### config.mk
export PLATFORM = sky130hd
export DESIGN_NAME = reg_scoreboard_flat
export DESIGN_NICKNAME = d
export VERILOG_FILES = /design/src/rtl/cpu_pkg.sv /design/src/rtl/reg_scoreboard_if.sv /design/src/rtl/scoreboard_bank.sv /design/src/rtl/reg_scoreboard.sv /design/src/flat_wrapper.sv
export SDC_FILE = /design/constraint.sdc
export NUM_CORES = 1
export LEC_CHECK = 0
export BUFFER_PORTS_ARGS = -buffer_cell sky130_fd_sc_hd__buf_4
export CORE_MARGIN = 2
export CORE_UTILIZATION = 35
export DETAILED_ROUTE_END_ITERATION = 10
export PLACE_DENSITY = 0.51
export SYNTH_ARGS = -nofsm -noshare
export SYNTH_HDL_FRONTEND = slang
export SYNTH_SLANG_ARGS = --single-unit
### constraint.sdc
create_clock -name clk -period 4.55 [get_ports clk]
set_clock_uncertainty 0.15 [all_clocks]
set_input_delay 0.455 -clock clk [delete_from_list [all_inputs] [get_ports clk]]
set_output_delay 0.455 -clock clk [all_outputs]
set_load 0.02 [all_outputs]
### src/rtl/cpu_pkg.sv
// Shared CPU constants used by the register scoreboard.
//   REG_ZERO  : integer register number that is hardwired to zero
//   NREG      : registers per file
//   FMODE_*   : register-file select (integer / float)
package cpu_pkg;
   localparam logic [4:0] REG_ZERO  = 5'd0;
   localparam int         NREG      = 32;
   localparam logic       FMODE_INT = 1'b0;
   localparam logic       FMODE_FLT = 1'b1;
endpackage

### src/rtl/reg_scoreboard_if.sv
// Decode / writeback bus between the decode stage and the scoreboard.
//   master : decode + writeback side (drives dec_*, wb_*, reads issue/stall)
//   slave  : scoreboard (reads dec_*, wb_*, drives issue/stall)
interface reg_scoreboard_if;
   import cpu_pkg::*;
   logic       dec_valid;
   logic [4:0] dec_rs_no;
   logic       dec_rs_fmode;
   logic       dec_rs_use;
   logic [4:0] dec_rt_no;
   logic       dec_rt_fmode;
   logic       dec_rt_use;
   logic [4:0] dec_rd_no;
   logic       dec_rd_fmode;
   logic       dec_rd_we;
   logic       wb_valid;
   logic [4:0] wb_rd_no;
   logic       wb_fmode;
   logic       issue;
   logic       stall;

   modport master (
      output dec_valid, dec_rs_no, dec_rs_fmode, dec_rs_use,
             dec_rt_no, dec_rt_fmode, dec_rt_use,
             dec_rd_no, dec_rd_fmode, dec_rd_we,
             wb_valid, wb_rd_no, wb_fmode,
      input  issue, stall
   );

   modport slave (
      input  dec_valid, dec_rs_no, dec_rs_fmode, dec_rs_use,
             dec_rt_no, dec_rt_fmode, dec_rt_use,
             dec_rd_no, dec_rd_fmode, dec_rd_we,
             wb_valid, wb_rd_no, wb_fmode,
      output issue, stall
   );
endinterface

### src/rtl/scoreboard_bank.sv
// One register file's pending-write vector.
//   clk, rst          : clock, synchronous active-high reset
//   set_i / set_no_i  : mark a register pending (wins over a same-bit clear)
//   clr_i / clr_no_i  : retire a pending register
//   rs/rt/rd_no_i     : lookup addresses; *_busy_o are the current bits
//   busy_o            : whole pending vector
// With HARDWIRED_ZERO the register-0 bit is held at 0 so it never hazards.
module scoreboard_bank
   import cpu_pkg::*;
#(
   parameter bit HARDWIRED_ZERO = 1'b0
) (
   input  logic            clk,
   input  logic            rst,
   input  logic            set_i,
   input  logic [4:0]      set_no_i,
   input  logic            clr_i,
   input  logic [4:0]      clr_no_i,
   input  logic [4:0]      rs_no_i,
   input  logic [4:0]      rt_no_i,
   input  logic [4:0]      rd_no_i,
   output logic            rs_busy_o,
   output logic            rt_busy_o,
   output logic            rd_busy_o,
   output logic [NREG-1:0] busy_o
);
   logic [NREG-1:0] busy_q, busy_d;

   always_comb begin
      busy_d = busy_q;
      if (clr_i) busy_d[clr_no_i] = 1'b0;
      // set applied after clear: a new writer beats the old writer's writeback
      if (set_i) busy_d[set_no_i] = 1'b1;
      if (HARDWIRED_ZERO) busy_d[REG_ZERO] = 1'b0;
   end

   always_ff @(posedge clk) begin
      if (rst) busy_q <= '0;
      else     busy_q <= busy_d;
   end

   assign rs_busy_o = busy_q[rs_no_i];
   assign rt_busy_o = busy_q[rt_no_i];
   assign rd_busy_o = busy_q[rd_no_i];
   assign busy_o    = busy_q;
endmodule

### src/rtl/reg_scoreboard.sv
// Decode-stage issue controller for the integer and float register files.
//   clk, rst      : clock, synchronous active-high reset
//   bus (slave)   : decode request, writeback, issue/stall decision
//   busy_int/flt  : pending-write bits per file
//   outstanding   : writes in flight (integer r0 writes are not tracked)
//   stall_cycles  : saturating count of stalled cycles
// issue/stall are combinational on the current decode; state moves at the edge.
module reg_scoreboard
   import cpu_pkg::*;
#(
   parameter int MAX_OUTSTANDING = 4,
   parameter int WB_BYPASS       = 1
) (
   input  logic              clk,
   input  logic              rst,
   reg_scoreboard_if.slave   bus,
   output logic [NREG-1:0]   busy_int,
   output logic [NREG-1:0]   busy_flt,
   output logic [3:0]        outstanding,
   output logic [31:0]       stall_cycles
);
   localparam logic [3:0] MAX_OUT = 4'(MAX_OUTSTANDING);

   logic [3:0]  outstanding_q, outstanding_d;
   logic [31:0] stall_cycles_q, stall_cycles_d;

   logic int_rs, int_rt, int_rd, flt_rs, flt_rt, flt_rd;
   logic rs_busy, rt_busy, rd_busy;
   logic rs_byp, rt_byp;
   logic rs_hz, rt_hz, waw_hz, full_hz, hazard;
   logic counted_write, wb_hit, wb_zero;
   logic issue_w, stall_w, inc, dec;

   // Integer r0 is a write-sink: it issues but is never tracked.
   assign counted_write = bus.dec_rd_we &
                          ~(bus.dec_rd_fmode == FMODE_INT && bus.dec_rd_no == REG_ZERO);
   assign wb_zero = (bus.wb_fmode == FMODE_INT) && (bus.wb_rd_no == REG_ZERO);

   assign inc = issue_w & counted_write;
   // Only a writeback that actually retires a pending bit releases a slot.
   assign wb_hit = bus.wb_fmode ? busy_flt[bus.wb_rd_no] : busy_int[bus.wb_rd_no];
   assign dec    = bus.wb_valid & wb_hit;

   scoreboard_bank #(.HARDWIRED_ZERO(1'b1)) u_int (
      .clk      (clk),
      .rst      (rst),
      .set_i    (inc & (bus.dec_rd_fmode == FMODE_INT)),
      .set_no_i (bus.dec_rd_no),
      .clr_i    (bus.wb_valid & (bus.wb_fmode == FMODE_INT)),
      .clr_no_i (bus.wb_rd_no),
      .rs_no_i  (bus.dec_rs_no),
      .rt_no_i  (bus.dec_rt_no),
      .rd_no_i  (bus.dec_rd_no),
      .rs_busy_o(int_rs),
      .rt_busy_o(int_rt),
      .rd_busy_o(int_rd),
      .busy_o   (busy_int)
   );

   scoreboard_bank #(.HARDWIRED_ZERO(1'b0)) u_flt (
      .clk      (clk),
      .rst      (rst),
      .set_i    (inc & (bus.dec_rd_fmode == FMODE_FLT)),
      .set_no_i (bus.dec_rd_no),
      .clr_i    (bus.wb_valid & (bus.wb_fmode == FMODE_FLT)),
      .clr_no_i (bus.wb_rd_no),
      .rs_no_i  (bus.dec_rs_no),
      .rt_no_i  (bus.dec_rt_no),
      .rd_no_i  (bus.dec_rd_no),
      .rs_busy_o(flt_rs),
      .rt_busy_o(flt_rt),
      .rd_busy_o(flt_rd),
      .busy_o   (busy_flt)
   );

   assign rs_busy = bus.dec_rs_fmode ? flt_rs : int_rs;
   assign rt_busy = bus.dec_rt_fmode ? flt_rt : int_rt;
   assign rd_busy = bus.dec_rd_fmode ? flt_rd : int_rd;

   // A same-cycle writeback forwards its value to a reader, so the read
   // need not wait for the bit to clear.
   assign rs_byp = (WB_BYPASS != 0) && bus.wb_valid &&
                   (bus.wb_fmode == bus.dec_rs_fmode) && (bus.wb_rd_no == bus.dec_rs_no);
   assign rt_byp = (WB_BYPASS != 0) && bus.wb_valid &&
                   (bus.wb_fmode == bus.dec_rt_fmode) && (bus.wb_rd_no == bus.dec_rt_no);

   assign rs_hz   = bus.dec_rs_use & rs_busy & ~rs_byp;
   assign rt_hz   = bus.dec_rt_use & rt_busy & ~rt_byp;
   // No bypass for WAW: the bit must be seen clear before the new writer claims it.
   assign waw_hz  = bus.dec_rd_we & rd_busy;
   assign full_hz = counted_write & (outstanding_q == MAX_OUT);
   assign hazard  = rs_hz | rt_hz | waw_hz | full_hz;

   assign issue_w   = bus.dec_valid & ~hazard & ~rst;
   assign stall_w   = bus.dec_valid &  hazard & ~rst;
   assign bus.issue = issue_w;
   assign bus.stall = stall_w;

   always_comb begin
      outstanding_d = outstanding_q;
      unique case ({inc, dec})
         2'b10:   if (outstanding_q != MAX_OUT) outstanding_d = outstanding_q + 4'd1;
         2'b01:   if (outstanding_q != 4'd0)    outstanding_d = outstanding_q - 4'd1;
         default: outstanding_d = outstanding_q;
      endcase
   end

   always_comb begin
      stall_cycles_d = stall_cycles_q;
      if (stall_w && stall_cycles_q != 32'hFFFF_FFFF)
         stall_cycles_d = stall_cycles_q + 32'd1;
   end

   always_ff @(posedge clk) begin
      if (rst) begin
         outstanding_q  <= '0;
         stall_cycles_q <= '0;
      end else begin
         outstanding_q  <= outstanding_d;
         stall_cycles_q <= stall_cycles_d;
      end
   end

   assign outstanding  = outstanding_q;
   assign stall_cycles = stall_cycles_q;

   // A writeback must retire something that is pending.
   a_wb_busy: assert property (@(posedge clk) disable iff (rst)
      (bus.wb_valid && !wb_zero) |-> wb_hit);
endmodule
### src/flat_wrapper.sv
// flat-port wrapper written by rule: the top's interface ports become plain ports
module reg_scoreboard_flat import cpu_pkg::*;
#(
   parameter int MAX_OUTSTANDING = 4,
   parameter int WB_BYPASS       = 1
)
  (clk, rst, busy_int, busy_flt, outstanding, stall_cycles, bus_dec_valid, bus_dec_rs_no, bus_dec_rs_fmode, bus_dec_rs_use, bus_dec_rt_no, bus_dec_rt_fmode, bus_dec_rt_use, bus_dec_rd_no, bus_dec_rd_fmode, bus_dec_rd_we, bus_wb_valid, bus_wb_rd_no, bus_wb_fmode, bus_issue, bus_stall);
  reg_scoreboard_if bus_i ();
  input  logic clk;
  input  logic rst;
  output logic [NREG-1:0] busy_int;
  output logic [NREG-1:0] busy_flt;
  output logic [3:0] outstanding;
  output logic [31:0] stall_cycles;
  input wire logic [$bits(bus_i.dec_valid)-1:0] bus_dec_valid;
  input wire logic [$bits(bus_i.dec_rs_no)-1:0] bus_dec_rs_no;
  input wire logic [$bits(bus_i.dec_rs_fmode)-1:0] bus_dec_rs_fmode;
  input wire logic [$bits(bus_i.dec_rs_use)-1:0] bus_dec_rs_use;
  input wire logic [$bits(bus_i.dec_rt_no)-1:0] bus_dec_rt_no;
  input wire logic [$bits(bus_i.dec_rt_fmode)-1:0] bus_dec_rt_fmode;
  input wire logic [$bits(bus_i.dec_rt_use)-1:0] bus_dec_rt_use;
  input wire logic [$bits(bus_i.dec_rd_no)-1:0] bus_dec_rd_no;
  input wire logic [$bits(bus_i.dec_rd_fmode)-1:0] bus_dec_rd_fmode;
  input wire logic [$bits(bus_i.dec_rd_we)-1:0] bus_dec_rd_we;
  input wire logic [$bits(bus_i.wb_valid)-1:0] bus_wb_valid;
  input wire logic [$bits(bus_i.wb_rd_no)-1:0] bus_wb_rd_no;
  input wire logic [$bits(bus_i.wb_fmode)-1:0] bus_wb_fmode;
  output wire logic [$bits(bus_i.issue)-1:0] bus_issue;
  output wire logic [$bits(bus_i.stall)-1:0] bus_stall;
  assign bus_i.dec_valid = bus_dec_valid;
  assign bus_i.dec_rs_no = bus_dec_rs_no;
  assign bus_i.dec_rs_fmode = bus_dec_rs_fmode;
  assign bus_i.dec_rs_use = bus_dec_rs_use;
  assign bus_i.dec_rt_no = bus_dec_rt_no;
  assign bus_i.dec_rt_fmode = bus_dec_rt_fmode;
  assign bus_i.dec_rt_use = bus_dec_rt_use;
  assign bus_i.dec_rd_no = bus_dec_rd_no;
  assign bus_i.dec_rd_fmode = bus_dec_rd_fmode;
  assign bus_i.dec_rd_we = bus_dec_rd_we;
  assign bus_i.wb_valid = bus_wb_valid;
  assign bus_i.wb_rd_no = bus_wb_rd_no;
  assign bus_i.wb_fmode = bus_wb_fmode;
  assign bus_issue = bus_i.issue;
  assign bus_stall = bus_i.stall;
  reg_scoreboard #(.MAX_OUTSTANDING(MAX_OUTSTANDING), .WB_BYPASS(WB_BYPASS)) u_core (.clk(clk), .rst(rst), .bus(bus_i), .busy_int(busy_int), .busy_flt(busy_flt), .outstanding(outstanding), .stall_cycles(stall_cycles));
endmodule
==> results.cfg <==
[floorplanning]
design.core.area_um2 = 19500
die_w_um = 145
die_area_um2 = 20900
die_h_um = 145
ios = 133
start_util_pct = 35.6
num_rows = 51

[clock_network]
clock-sinks = 99
cts.clk_slew.worst_paths_ns = 0.07
cts_max_level = 3
clk_path_buf_depth = 2
cts_root_buf = clkbuf_16
clk_latency_ns = 0.36
cts_tree = built
cts_resized = 0
cts_setup_buffers = 0
postCtsHoldBufs = 0
numCtsBuffers = 9

[hold_path]
hold_path_class = reg -> reg

[synthesis]
synthesis.area_um2 = 6930
yosysSeqAreaShare_pct = 28.6
ys_async_sr_fraction_pct = 0
syn_nets = 788
yosys.area_share.simple_pct = 18.9
yosys.area_share.xor_xnor_pct = 4.17
synth_top_family_by_area = multiplexers
yosys_warnings = 0
avgSynthCellArea_um2 = 9.20
synth_edf_count = 0
synth_mux_area_share_pct = 21.8
synth_compound_area_share_pct = 20.1
ys_seq_elements = 99
synth_adder_area_share_pct = 0.831
synthFlopType = dfxtp_1
yosysUniqueCellTypes = 80
postSynthCellCount = 753

[run]
drv_cap = 0

[detailed_routing]
avgViaCountPerCell = 6.18
antenna_left = 0
finalWirelength_um = 26900
routedWlPerCell_um = 24.2
drtIter0Drc = 683
drt_drc_violations_left = 0
first_pass_iters = 5
vias = 6865

[worst_setup_path]
crit_path_cell_trace = mux2i_1 -> mux4_2 -> o21ai_1 -> o311ai_1 -> nor4_2 -> nor4_4 -> nand2_2 -> nand2_1 -> inv_1 -> ha_1 -> a21o_1 -> a21oi_1 -> nor2b_1 -> a2bb2oi_1 -> mux2_1
cp.buffers_inverters = 1
cp-end-kind = flop
critical-path-slowest-cell = nor4_2
critPathMaxStageDelay_ns = 0.62
critPathKind = reg -> reg
crit_path_start_kind = flop
cp.required_ns = 4.64
cp.arrival_ns = 4.05
path_max_fanout = 6
crit_family = simple AND/OR/NAND/NOR gates

[placement]
routabilityCongestion = 1.00
place_inst = 1094
io_buffers = 131
dpl.hpwl_um = 19600

[timing]
finalHoldViolCount = 0
slew_viol_final = 0
period_minus_slack_ns = 3.95
setup_viol = 0
rsz0062_at_grt = no
finalCritPeriodShare_pct = 86.9
slew_headroom_pct = 37.7
setup_tns_ns = 0
tightest_slew_ns = 0.920
max_freq_mhz = 253

[global_routing]
grt_pass1_vias = 6551
busiest_layer = met2
use_met1_pct = 33.6
grt_antenna_before_repair = 0
grt_max_degree = 63
use_met3_pct = 5.86
gr-total-overflow = 0
grt.met2_usage_pct = 41.7
grt_pass1_wl_um = 40000
track_usage_pct = 25.6

[pwr]
power.density_nw_per_um2 = 231
ir_worst_vdd_mv = 0.154
p_leak_nw = 3.08

[cells_and_area]
nFillCells = 1940
post-route-util_pct = 42.4
nets = 875
diodes = 0
stdcell_count = 1110
area_growth_syn_to_layout_pct = 19.1
layout-drive-gt1-share_pct = 27.3

[outcome]
status = completed
[worst paths after layout]
path	start	to	slack, ns	cells after the start
setup / recovery	u_core.u_int.busy_o[21]$_SDFF_PP0_	u_core.outstanding[3]$_SDFFE_PP0P_	0.60	15
hold / removal	u_core.stall_cycles[23]$_SDFFE_PP0P_	u_core.stall_cycles[23]$_SDFFE_PP0P_	0.34	2
setup reg to reg	u_core.u_int.busy_o[21]$_SDFF_PP0_	u_core.outstanding[3]$_SDFFE_PP0P_	0.60	15
hold reg to reg	u_core.stall_cycles[23]$_SDFFE_PP0P_	u_core.stall_cycles[23]$_SDFFE_PP0P_	0.34	2
[worst reg2reg max path, cell delays in order (launching register included)]
cell and delay (ns):
dfxtp_1 0.55, mux2i_1 0.14, mux4_2 0.49, o21ai_1 0.13, o311ai_1 0.10, nor4_2 0.62
nor4_4 0.13, nand2_2 0.12, nand2_1 0.09, inv_1 0.15, ha_1 0.26, a21o_1 0.18
a21oi_1 0.18, nor2b_1 0.17, a2bb2oi_1 0.08, mux2_1 0.31
[flip-flops by register name, summed over array words and instances, names as in the netlist]
| signal | flops |
|---|---|
| u_core.u_int.busy_o | 31 |
| u_core.stall_cycles | 32 |
| u_core.outstanding | 4 |
| u_core.u_flt.busy_o | 32 |
[where the power goes]
group / leakage [nW] / switching (mW) / internal [mW]
clock: 0.140 / 0.361 / 0.408
combinational: 2.14 / 0.166 / 0.0908
sequential: 0.797 / 0.00681 / 0.869
total: 3.08 / 0.534 / 1.37
[final cells by class]
type	count	area (µm²)	area share (%)
clock buffers	11	253	3.06
clock inverters	5	43.8	0.531
inverters	12	45.0	0.546
multi-input cells	580	4560	55.3
flip-flops and latches	99	1980	24.0
well taps	265	332	4.02
repair buffers	138	1040	12.6
[cells in the final DEF (no fill, tap or decap), types with 3 or more instances in the layout]
cell type and instances:
nor3_1 14, nand3b_1 4, and2_1 10, nor2b_1 16, or3_1 10, nand4_1 21
a221oi_1 3, o211ai_1 50, o311ai_1 3, a21oi_1 18, a21boi_0 3, o21a_1 6
and3_1 10, xnor2_1 9, o22ai_1 13, xor2_1 24, mux2_2 14, nor3b_1 5
and4_1 6, ha_1 3, o21ai_2 7, nand2b_1 9, nand2_1 44, or2_2 3
inv_1 11, buf_4 138, mux4_2 39, nand4b_1 4, mux2i_1 40, nand3_1 27
nor2_1 42, clkbuf_16 9, a22oi_1 6, o21ai_1 29, o21ai_0 42, dfxtp_1 99
[per-layer routing]
metal	share of wire (%)	routed length, µm
met2	47	12500
met1	42	11200
met4	2.7	728
met3	9.1	2440
met5	0	0
[metrics by stage]
| stage | hold WS (ns) | setup WS [ns] | total power [mW] | instance area, µm² |
|---|---|---|---|---|
| final | 0.342 | 0.595 | 1.90 | 8250 |
| after global routing | 0.362 | 0.336 | 1.97 | 8250 |
| after CTS | 0.347 | 0.575 | 1.92 | 8250 |
| after detailed placement | 0.333 | 0.316 | 1.15 | 7950 |
| after global placement | 0.307 | 0.517 | 1.15 | 7950 |
| after floorplan | 0.394 | 0.708 | 1.08 | 6930 |
[kinds of logic after synthesis]
| logic type | after synthesis |
|---|---|
| xor gates and xnor gates | 33 |
| muxes | 97 |
| adders and majority gates | 4 |
| and+or+nand+nor | 238 |
| DFF | 99 |
| other | 1 |
| AOI/OAI and AO/OA | 207 |
| buffers and inverters | 74 |
[cells in the mapped netlist (3+ instances only)]
cell | number | area, µm²
nand3_1 | 27 | 135
o22ai_1 | 13 | 81.3
and3_1 | 10 | 62.6
xor2_1 | 24 | 210
o21a_1 | 6 | 45.0
o311ai_1 | 3 | 26.3
and2_1 | 10 | 62.6
o21ai_0 | 42 | 210
nand2_1 | 44 | 165
nor2b_1 | 16 | 100
nand4b_1 | 4 | 35.0
nor3_1 | 14 | 70.1
o211ai_1 | 50 | 375
dfxtp_1 | 99 | 1980
o21ai_2 | 7 | 61.3
or3_1 | 10 | 62.6
a21boi_0 | 3 | 22.5
ha_1 | 3 | 37.5
nand3b_1 | 4 | 30.0
mux4_2 | 39 | 878
mux2i_1 | 40 | 400
a22oi_1 | 6 | 45.0
nand4_1 | 21 | 131
buf_6 | 8 | 90.1
mux2_2 | 14 | 158
o21ai_1 | 29 | 145
a21oi_1 | 18 | 90.1
buf_2 | 14 | 70.1
nor2_1 | 42 | 158
a221oi_1 | 3 | 26.3
clkbuf_1 | 34 | 128
inv_1 | 11 | 41.3
nor3b_1 | 5 | 37.5
xnor2_1 | 9 | 78.8
and4_1 | 6 | 52.6
or2_2 | 3 | 18.8
nand2b_1 | 9 | 56.3
Note: power is estimated with default switching activity, not from simulation.
